File: src/rtl/wt_dcache_flush_ctrl.sv
// Flush / invalidate / enable sequencer for the write-through L1 data cache.
// Drains the write buffer and miss unit, then clears every index via the cacheline write port.
module wt_dcache_flush_ctrl #(
   parameter int unsigned IdxWidth = 8,
   parameter int unsigned SetAssoc = 8
) (
   input  logic                clk_i,
   input  logic                rst_ni,
   input  logic                enable_i,
   input  logic                flush_i,
   output logic                flush_ack_o,
   input  logic                wbuffer_empty_i,
   input  logic                miss_pend_i,
   output logic                cache_en_o,
   output logic                busy_o,
   output logic                inv_vld_o,
   input  logic                inv_gnt_i,
   output logic [IdxWidth-1:0] inv_idx_o,
   output logic [SetAssoc-1:0] inv_we_o,
   output logic [SetAssoc-1:0] inv_vld_bits_o
);

   typedef enum logic [2:0] {INIT, IDLE, DRAIN, INV, ACK} state_e;

   state_e              state_q, state_d;
   logic [IdxWidth-1:0] cnt_q, cnt_d;
   logic                cache_en_q, cache_en_d;
   logic                flush_q, flush_d;

   always_comb begin
      state_d    = state_q;
      cnt_d      = cnt_q;
      cache_en_d = cache_en_q;
      flush_d    = flush_q;
      case (state_q)
         // INIT and INV share the walk; only the exit differs
         INIT, INV: begin
            if (inv_gnt_i) begin
               cnt_d = cnt_q + 1'b1;
               if (&cnt_q) begin
                  if (state_q == INIT) begin
                     state_d = IDLE;
                  end else if (flush_q) begin
                     state_d = ACK;
                  end else begin
                     cache_en_d = 1'b0;
                     state_d    = IDLE;
                  end
               end
            end
         end
         IDLE: begin
            if (flush_i) begin
               flush_d = 1'b1;
               state_d = DRAIN;
            end else if (enable_i && !cache_en_q) begin
               cache_en_d = 1'b1;
            end else if (!enable_i && cache_en_q) begin
               flush_d = 1'b0;
               state_d = DRAIN;
            end
         end
         DRAIN: begin
            if (wbuffer_empty_i && !miss_pend_i) begin
               if (cache_en_q)   state_d = INV;
               else if (flush_q) state_d = ACK;
               else              state_d = IDLE;
            end
         end
         ACK: begin
            flush_d = 1'b0;
            state_d = IDLE;
         end
         default: state_d = INIT;
      endcase
   end

   always_ff @(posedge clk_i or negedge rst_ni) begin
      if (!rst_ni) begin
         state_q    <= INIT;
         cnt_q      <= '0;
         cache_en_q <= 1'b0;
         flush_q    <= 1'b0;
      end else begin
         state_q    <= state_d;
         cnt_q      <= cnt_d;
         cache_en_q <= cache_en_d;
         flush_q    <= flush_d;
      end
   end

   // Pure state decodes: no input reaches an output combinationally
   assign inv_vld_o      = (state_q == INIT) || (state_q == INV);
   assign inv_idx_o      = cnt_q;
   assign inv_we_o       = {SetAssoc{inv_vld_o}};
   assign inv_vld_bits_o = '0;
   assign flush_ack_o    = (state_q == ACK);
   assign busy_o         = (state_q != IDLE);
   assign cache_en_o     = cache_en_q;

endmodule
File: config.mk
export PLATFORM = sky130hd
export DESIGN_NAME = wt_dcache_flush_ctrl
export DESIGN_NICKNAME = d
export VERILOG_FILES = /design/src/rtl/wt_dcache_flush_ctrl.sv
export SDC_FILE = /design/constraint.sdc
export NUM_CORES = 1
export LEC_CHECK = 0
export ABC_CLOCK_PERIOD_IN_PS = 2330
export CORE_MARGIN = 2
export CORE_UTILIZATION = 45
export CTS_CLUSTER_DIAMETER = 60
export DETAILED_ROUTE_END_ITERATION = 7
export DONT_BUFFER_PORTS = 1
export PLACE_DENSITY = 0.6
export SLEW_MARGIN = 20
export SYNTH_ARGS = -nofsm -noshare
export SYNTH_HDL_FRONTEND = slang
export SYNTH_SLANG_ARGS = --single-unit
File: constraint.sdc
create_clock -name clk_i -period 2.33 [get_ports clk_i]
set_clock_uncertainty 0.05 [all_clocks]
set_input_delay 0.5825 -clock clk_i [delete_from_list [all_inputs] [get_ports clk_i]]
set_output_delay 0.5825 -clock clk_i [all_outputs]
set_load 0.02 [all_outputs]
==> reports/metrics.cfg <==
[placement]
dp_worst_setup_slack_ns = 0.464
dpl_cell_area_um2 = 772
place_congestion = 0.815
io_buffers = 0
dpl.cell_count = 100
hpwl_mm = 1.00

[hold_path]
hold_path.class = in -> reg
worstHoldEndpoint = cache_en_o
hold_depth = 2
min_from = enable_i

[timing]
hold_viol_final = 0
setup-tns-final_ns = 0
max_slew.worst_pin.slew_ns = 0.601
post-route-min-period_ns = 2.13
setup_viol = 0
drv_slew = 0
fmax_mhz = 469
relSlewSlack_pct = 59.8
hold_ws_ns = 0.370
setup_ws_ns = 0.198
rsz0062_at_grt = false
finalCritPeriodShare_pct = 91.5

[grt]
track_usage_pct = 13.7
grt_max_degree = 14
grt_pass1_wl_mm = 2.06
grt_pass1_vias = 452
grt-ovfl-total = 0
antenna_found_initial = 0

[routing]
avgRoutedWirePerCell_um = 13.1
detail_route.iter0.violations = 16
dr_total_vias = 532
firstDrtPassIters = 6
via_per_inst = 5.07
finalWirelength_mm = 1.38
ant_nets = 0
remaining_drc_errors = 0

[yosys]
yosysWarnings = 0
yosys.area_share.simple_pct = 21.0
syn_inst = 85
synthMuxAreaShare_pct = 2.61
synthArstFlopShare_pct = 100
synth_compound_area_share_pct = 9.36
synth_edf_count = 0
ys_seq_area_share_pct = 39.9
ys_ff_latch = 13
synthAdderAreaFrac_pct = 1.53
syn_avg_cell_area_um2 = 9.60
yosysUniqueCellTypes = 32
synth_xor_area_share_pct = 7.52
synth_top_family_by_area = simple AND/OR/NAND/NOR gates
syn_area_um2 = 816
synthFlopType = dfrtp_1

[finish]
finalNonFillerCells = 105
fillers = 159
post-route-cell-area_um2 = 810
final_core_util_pct = 47.4
area.sequential_um2 = 325
nNetsFinal = 89
antenna_cells = 0
multi_input_area_um2 = 384
area_growth_pct = -0.767
drive_gt1_share_pct = 13.8

[worst_setup_path]
r2r-start = state_q[2]
crit_required_ns = 1.70
critPathMaxFanout = 11
ff2ff_setup_slack_ns = 0.41
path_class = reg -> out
r2r_end = state_q[0]
start_kind = flip-flop
arrival_ns = 1.50
worstSetupEndpointType = primary output
r2r_cells = 5

[power_and_ir_drop]
internal_power_uw = 619
p_leak_nw = 0.371
power_density_nw_per_um2 = 1630
p_total_mw = 1.32
p_seq_share_pct = 37.6
vdd_drop_max_mv = 0.892
switching_share_pct = 53.2
clkPwrFrac_pct = 11.0
power.switching_uw = 704
combPwrFrac_pct = 51.4

[clock_tree]
htreeDepth = 1
cts_tree = done
cts_made_buffers = 3
clkTransAtPathRegs_ns = 0.09
post_cts_buffers = 0
cts-hold-fix-buffers = 1
root_buffer = clkbuf_4
cts_buffer_depth = 2
clkLatencyLatePin_ns = 0.28
clock_sinks = 13
cts-resized-gates = 0

[die]
die_w_um = 46.6
rows = 15
dieArea_um2 = 2170
initial_core_util_pct = 47.8
dieHeight_um = 46.6
coreArea_um2 = 1710
boundaryPins = 35

[run_status]
outcome = finished, final reports clean

[flow_run]
maxCapViolCount = 0

-- cell usage after synthesis (2+ instances only) --
cell type,n,share of area [%]
nor2_1,5,2.3
inv_1,3,1.4
o21ai_0,5,3.1
and3_1,2,1.5
nor3_1,2,1.2
xnor2_1,4,4.3
xor2_1,3,3.2
nand3_1,2,1.2
buf_4,17,16
dfrtp_1,13,40
nand4_1,2,1.5
nand2_1,6,2.8
nor3b_1,2,1.8
-- worst max-delay path by stage --
stage                     cells after the start     endpoint  slack, ns        from
after floorplan                               3  inv_we_o[0]       0.09  state_q[1]
after global placement                        5   state_q[0]       0.42  state_q[2]
after detailed placement                      5   state_q[0]       0.46  state_q[2]
after CTS                                     3  inv_we_o[0]       0.20  state_q[0]
after global routing                          3  inv_we_o[2]       0.13  state_q[0]
final                                         3  inv_we_o[0]       0.20  state_q[0]
-- sequential cells by signal (all words and copies together) (netlist names) --
register    flops
flush_q         1
cache_en_o      1
inv_idx_o       8
state_q         3
-- logic make-up after synthesis --
group                      after synthesis
DFF                                     13
buffers and inverters                   21
other                                    1
adders and majority gates                1
AOI/OAI and AO/OA                       10
xor gates and xnor gates                 7
and+or+nand+nor                         30
muxes                                    2
-- cells in the final DEF, fill, tap and decap left out, types with 2 or more instances in the layout --
| cell | n |
|---|---|
| nand4_1 | 2 |
| inv_1 | 3 |
| dfrtp_1 | 13 |
| conb_1 | 8 |
| nor2_1 | 5 |
| nand2_1 | 6 |
| xor2_1 | 3 |
| and3_1 | 2 |
| nor3b_1 | 2 |
| o21ai_0 | 5 |
| xnor2_1 | 4 |
| clkbuf_4 | 3 |
| nand3_1 | 2 |
| nor3_1 | 2 |
-- per-layer routing --
layer	vias up	wire [µm]	share of wire [%]	GRT usage (%)
li1	252	-	-	-
met1	254	629	46	17.2
met2	24	660	48	20.6
met3	2	87	6.3	5.10
met4	0	2	0.15	6.86
met5	-	0	0	0
-- area by class of cell --
cell class                      instances  area share, %
Clock inverter                          1          0.618
Sequential cell                        13           40.2
Tap cell                               25           3.86
Timing Repair Buffer                    2           3.71
Multi-Input combinational cell         58           47.4
Clock buffer                            3           2.78
Inverter                                3           1.39
-- worst max-delay path: stages (launching register included) --
cell,delay (ns)
dfrtp_1,0.49
or2_4,0.32
a21oi_4,0.15
buf_12,0.25
-- power by group through the flow --
stage | logic (mW) | clock network (mW) | registers (mW)
CTS | 0.677 | 0.150 | 0.496
global placement | 0.662 | 0 | 0.500
floorplan | 0.744 | 0 | 0.440
detailed placement | 0.671 | 0 | 0.499
global route | 0.738 | 0.167 | 0.517
finish | 0.679 | 0.146 | 0.498
No activity file was read; power rests on OpenSTA's default activity.
